### src/rtl/counter5_ctrl_pkg.sv
// Shared constants for the counter5 control stage: reset values and the
// direction encoding seen by the downstream counter.
package counter5_ctrl_pkg;

    localparam logic DIR_UP      = 1'b1;
    localparam logic DIR_DOWN    = 1'b0;

    localparam logic RST_ENABLE  = 1'b0;
    localparam logic RST_UPDOWN  = DIR_UP;
    localparam logic RST_RUNNING = 1'b0;

    // One accepted rising edge per button, grouped for the control register.
    typedef struct packed {
        logic run;
        logic dir;
        logic step;
    } btn_evt_t;

endpackage

### src/rtl/btn_debounce.sv
// Synchronise, debounce and rising-edge detect one raw pushbutton.
// A level change is accepted once the synchronised sample has differed from
// the stable level for DEBOUNCE_CYCLES consecutive edges.
// press_nxt is the accept strobe for a rising level. It is high during the
// cycle that ends on the accepting edge, so a consumer can act on that same
// edge. press is the registered one-cycle pulse that follows it.
module btn_debounce #(
    parameter int DEBOUNCE_CYCLES = 4,
    parameter int DB_W            = 20
) (
    input  logic clk,
    input  logic reset,
    input  logic raw,
    output logic level,
    output logic press,
    output logic press_nxt
);

    localparam logic [DB_W-1:0] LAST = DB_W'(DEBOUNCE_CYCLES - 1);

    logic            r_s1;
    logic            r_s2;
    logic            r_stable;
    logic            r_press;
    logic [DB_W-1:0] r_cnt;

    logic            w_diff;
    logic            w_done;

    assign w_diff    = (r_s2 != r_stable);
    assign w_done    = w_diff && (r_cnt == LAST);
    assign press_nxt = w_done & r_s2;
    assign level     = r_stable;
    assign press     = r_press;

    // Two-flop synchroniser, mismatch counter and accepted level.
    always_ff @(posedge clk) begin
        if (!reset) begin
            r_s1     <= 1'b0;
            r_s2     <= 1'b0;
            r_stable <= 1'b0;
            r_press  <= 1'b0;
            r_cnt    <= '0;
        end else begin
            r_s1    <= raw;
            r_s2    <= r_s1;
            r_press <= press_nxt;
            if (!w_diff) begin
                r_cnt <= '0;
            end else if (w_done) begin
                r_stable <= r_s2;
                r_cnt    <= '0;
            end else begin
                r_cnt <= r_cnt + 1'b1;
            end
        end
    end

endmodule

### src/rtl/counter5_ctrl.sv
// Control stage for the 5-bit up/down counter: three debounced buttons drive
// a small run/direction register whose outputs feed the counter directly.
module counter5_ctrl
    import counter5_ctrl_pkg::*;
#(
    parameter int DEBOUNCE_CYCLES = 4,
    parameter int DB_W            = 20
) (
    input  logic clk,
    input  logic reset,
    input  logic btn_run,
    input  logic btn_dir,
    input  logic btn_step,
    output logic enable,
    output logic updown,
    output logic running
);

    btn_evt_t w_evt;
    btn_evt_t w_lvl;
    btn_evt_t w_prs;
    logic     w_unused_dbg;
    logic     w_next_running;

    logic     r_enable;
    logic     r_updown;
    logic     r_running;

    btn_debounce #(.DEBOUNCE_CYCLES(DEBOUNCE_CYCLES), .DB_W(DB_W)) u_db_run (
        .clk(clk), .reset(reset), .raw(btn_run),
        .level(w_lvl.run), .press(w_prs.run), .press_nxt(w_evt.run)
    );

    btn_debounce #(.DEBOUNCE_CYCLES(DEBOUNCE_CYCLES), .DB_W(DB_W)) u_db_dir (
        .clk(clk), .reset(reset), .raw(btn_dir),
        .level(w_lvl.dir), .press(w_prs.dir), .press_nxt(w_evt.dir)
    );

    btn_debounce #(.DEBOUNCE_CYCLES(DEBOUNCE_CYCLES), .DB_W(DB_W)) u_db_step (
        .clk(clk), .reset(reset), .raw(btn_step),
        .level(w_lvl.step), .press(w_prs.step), .press_nxt(w_evt.step)
    );

    // Stable levels and registered pulses are debug taps only.
    assign w_unused_dbg   = ^{w_lvl, w_prs};

    assign w_next_running = r_running ^ w_evt.run;

    // Run/direction state; a step while stopped gives a single enable cycle,
    // and a simultaneous run press absorbs the step.
    always_ff @(posedge clk) begin
        if (!reset) begin
            r_enable  <= RST_ENABLE;
            r_updown  <= RST_UPDOWN;
            r_running <= RST_RUNNING;
        end else begin
            r_running <= w_next_running;
            if (w_evt.dir)
                r_updown <= ~r_updown;
            r_enable  <= w_next_running | (w_evt.step & ~r_running & ~w_evt.run);
        end
    end

    assign enable  = r_enable;
    assign updown  = r_updown;
    assign running = r_running;

endmodule

### config.mk
export PLATFORM = sky130hd
export DESIGN_NAME = counter5_ctrl
export DESIGN_NICKNAME = d
export VERILOG_FILES = /design/src/rtl/counter5_ctrl_pkg.sv /design/src/rtl/btn_debounce.sv /design/src/rtl/counter5_ctrl.sv
export SDC_FILE = /design/constraint.sdc
export NUM_CORES = 1
export LEC_CHECK = 0
export ABC_CLOCK_PERIOD_IN_PS = 2050
export CELL_PAD_IN_SITES_DETAIL_PLACEMENT = 0
export CELL_PAD_IN_SITES_GLOBAL_PLACEMENT = 1
export CORE_MARGIN = 10
export CORE_UTILIZATION = 47
export CTS_CLUSTER_DIAMETER = 200
export DETAILED_ROUTE_END_ITERATION = 16
export HOLD_SLACK_MARGIN = 0.08
export PLACE_DENSITY = 0.76
export SKIP_LAST_GASP = 1
export SLEW_MARGIN = 10
export SYNTH_ARGS = -nofsm -noshare
export SYNTH_HDL_FRONTEND = slang
export SYNTH_SLANG_ARGS = --single-unit
### constraint.sdc
create_clock -name clk -period 2.05 [get_ports clk]
set_input_delay 0.615 -clock clk [delete_from_list [all_inputs] [get_ports clk]]
set_output_delay 0.615 -clock clk [all_outputs]
set_load 0.02 [all_outputs]
After elaboration in Yosys (flattened, before gate mapping)
Cells that the tools add are included.

Output and inout port bits: 3. Bits in registers: 72.

Bitwise gates (word level): 14. Add/subtract/negate cells: 3. Eq/ne operators: 6. Reduce and logical (&&, ||, !) cells: 9.

Operators by type and width (count): 20-bit by 1-bit adder with 20-bit output (second input constant) (3); 20-bit by 2-bit == test with 1-bit output (second input constant) (3); 3-bit OR reduction (3); 1-bit NOT (7); 2-bit AND reduction (3); 1-bit bitwise AND (5); 1-bit logical AND (3); 1-bit != test (3); 1-bit bitwise OR (1); 1-bit XOR (1).

Longest topological paths before layout
Depth after elaboration: 6. Depth in mapped cells: 6. Gate-level depth less buffers: 5.

Hierarchy
From an unflattened synthesis, not the netlist that was laid out.

Cells, all modules: 364. Area total of the unflattened synthesis: 3352.0 um^2.

Modules (own cells, without submodules): btn_debounce (times used 3, area an instance 1083.5 um^2, cells an instance 118); counter5_ctrl (times used 1, area an instance 101.3 um^2, cells an instance 10).

Worst setup path before layout
No wires, ideal clock.

Path kind: reg-to-reg. Start: register u_db_step.r_cnt[0]. End: register u_db_step.r_cnt[18]. Slack: 346 ps. Arrival: 1634 ps. Library setup time: 71 ps. Stages on the path, launching flop included: 7. Cells stage by stage: dfxtp_1 > ha_1 > and4_1 > clkbuf_1 > nand2_1 > or4_1 > a21oi_1.

Cells in the longest elaborated chain, start to end: 3. Elaborated cells between the ends (all ways): 4. Classes of those cells: 1 x add/sub; 1 x eq/ne; 2 x reduce/logical.

RTL lines: start: declaration (line btn_debounce.sv:25) `logic [DB_W-1:0] r_cnt;`; start signal: assignment (line btn_debounce.sv:54) `r_cnt <= r_cnt + 1'b1;`; parallel branches: the longest is 3 deep, another holds 20-bit by 1-bit adder with 20-bit output.

Parallel ways; which one is timed is not known. A chain may end at the register's enable or synchronous reset.

Final worst setup path
Start: register r_running, in the netlist running. End: output running.

RTL lines: start: declaration (line counter5_ctrl.sv:27) `logic r_running;`; start signal: assignment (line counter5_ctrl.sv:57) `r_running <= w_next_running;`; end: declaration (line counter5_ctrl.sv:16) `output logic running`.

No word-level cell between the ends.

==> results.md <==
* Final Hold Fails at 0
* Routed len/inst at 13.6 µm
* Largest cells by area after synthesis: dfxtp_1 (46%), xor2_1 (6.7%), nor2_1 (5.6%)
* Synth warn at 0
* Ys flop type: dfxtp_1
* Net switching power at 0.000533 W
* Post-synth EDFFs at 0
* Antenna Nets Post-Route at 0
* Critical Path End Type: output port
* Count leader, synth: dfxtp_1
* Pins Over Slew Limit at 0
* Sequential area share after synthesis at 0.459
* CP delay by family, top: buffers and inverters
* Clock transition at path regs at 70 ps
* Max-Cap Viols at 0
* H-tree Lvls at 3
* CP arrival at 1350 ps
* # rows at 29
* Initial Utilization at 0.489
* Die X at 102 µm
* Area of the core at 6420 µm²
* Placer Congestion at 0.799
* DRT iter0 DRCs at 71
* CP Buf/Inv Count at 1
* Clock sinks at 72
* Final setup violation count at 0
* Slowest-stage cell, CP: clkdlybuf4s50_1
* CP Max Fanout at 4
* Die area at 10,300 µm²
* Seq cells post-synth at 72
* Setup TNS at 0 ps
* Hold Path Cell Cnt at 1
* Dpl hpwl at 4360 µm
* RSZ-0062 raised after global routing: false
* Largest regs: u_db_dir.r_cnt (20), u_db_run.r_cnt (20), u_db_step.r_cnt (20)
* DRC viols at 0
* Port Buffers at 7
* Clk buf depth at 2
* P_leak at 1.18 nW
* Fin nets at 390
* PostCTS Resize Cnt at 0
* CTS buffer count at 9
* Top cells by instance count after synthesis: dfxtp_1 (72), nor2_1 (47), xor2_1 (24)
* GRT Resource Usage Total at 0.131
* WP depth at 1
* Relative slew slack at 0.719
* Inserted Diodes at 0
* IO Count at 8
* Avg Cell Area, Syn at 8.74 µm²
* Clock share of power at 0.431
* Via/cell ratio at 5.53
* Ys async rst share at 0
* Max IR drop VDD at 406 µV
* Worst Setup Path Type: register to output port
* Final design utilization at 0.559
* Internal at 0.00201 W
* Delay of the slowest cell on the worst path at 630 ps
* WP data required at 1430 ps
* Drt first pass iters at 4
* Fin crit period at 1970 ps
* Initial antenna violation count at 0
* Number of global-route vias before repair at 2,361
* Worst Clk Skew at 6.78 ps
* Worst-margin pin slew at 415 ps
* Fmax at 508 MHz
* Largest net degree at the start of global routing at 21
* CTS tree: done
* Share of cells above drive strength 1 at 0.0959
* Pwr dens at 709 nW/µm²
* Post-Syn Area at 3140 µm²
* Cell taking the most area after synthesis: dfxtp_1
* Routed vias at 2,562
* GRT overflow at 0
* Syn-to-layout area delta at 14.4%
* HP Class: register to register
* Global-route wire length before repair at 10,900 µm
* Top cell type's share of synthesized area at 0.459
* Fin crit share at 0.960
* Root Driver: clkbuf_8
* Combinational Power Share at 0.016
* Reg2reg path depth at 6
* Die Ht at 102 µm
* Clock Latency Late Sink at 350 ps
* Critical path, cell by cell: clkdlybuf4s50_1
* Yosys cell types at 33
* Startpoint Class: register
* Switching share of power at 0.210
* Cells after Synth at 359
* Status: finished, final reports clean
* Final WL at 6280 µm
* Sequential share of power at 0.554
* Net Count, Synth at 367
==> kinds of logic after synthesis <==
kind of cell	after synthesis	synth area share
simple gates	171	0.297
flops	72	0.459
compound gates	45	0.0821
xor+xnor	41	0.114
buf+inv	26	0.0319
fa+ha+maj	3	0.0120
mux	1	0.00359
==> routing by layer <==
metal,global-route usage,vias up,wire length (µm)
met2,0.202,28,2800
met5,0,-,0
met4,0.0528,0,94
met3,0.0456,7,194
met1,0.164,1200,3200
li1,-,1327,-
==> stage by stage <==
step / power [W] / setup slack [ps] / cell area [µm²] / hold WS [ps] / instances
after CTS: 0.00259 / 47.8 / 3580 / 447 / 462
after floorplan: 0.00146 / 346 / 3140 / 412 / 359
after global routing: 0.00265 / 15.5 / 3590 / 455 / 463
after detailed placement: 0.00148 / 209 / 3390 / 430 / 447
after global placement: 0.00148 / 188 / 3390 / 423 / 447
final: 0.00254 / 81.4 / 3590 / 438 / 463
==> repair_timing <==
action | CTS | global route
buffers inserted | 0 | 1
endpoints found under the setup margin | 0 | 20
hold buffers | 0 | 0
==> cell usage in the layout (no fill, tap or decap), drive strengths merged, types with 2 or more instances in the layout <==
cell,n
clkdlybuf4s50,7
nand2,16
ha,3
and4,8
xnor2,17
xor2,24
and2,9
nand3,18
nor4,14
or4,5
nor4b,3
o21a,2
nand4,24
o21ai,13
clkbuf,12
o31ai,6
buf,18
a21oi,19
dfxtp,72
and3,4
or3,13
nor2,47
o211ai,3
nor3,7
inv,13
==> cell type report <==
class	count	area, µm²
repair buffers	25	218
clock buffers	12	145
fillers	633	2830
inverters	13	48.8
multi-input cells	261	1600
well taps	77	96.3
flip-flops and latches	72	1440
clock inverters	3	42.5
==> worst paths after layout <==
path | slack, ps | from | end
worst min-delay path | 440 | u_db_run.r_s1$_SDFF_PN0_ | u_db_run.r_s2$_SDFF_PN0_
worst max register to register | 200 | u_db_step.r_cnt[1]$_SDFF_PP0_ | u_db_step.r_cnt[18]$_SDFF_PP0_
worst min register to register | 440 | u_db_run.r_s1$_SDFF_PN0_ | u_db_run.r_s2$_SDFF_PN0_
worst max-delay path | 80 | running$_SDFF_PN0_ | running
==> power groups by stage <==
stage | Sequential [W] | Clock [W] | Combinational, W
5_1_grt | 0.00141 | 0.00119 | 0.0000454
3_5_place_dp | 0.00144 | 0 | 0.0000409
3_3_place_gp | 0.00144 | 0 | 0.0000403
2_1_floorplan | 0.00144 | 0 | 0.0000199
4_1_cts | 0.00141 | 0.00114 | 0.0000410
6_report | 0.00141 | 0.00110 | 0.0000398
Power figures use the tool's default switching activity.
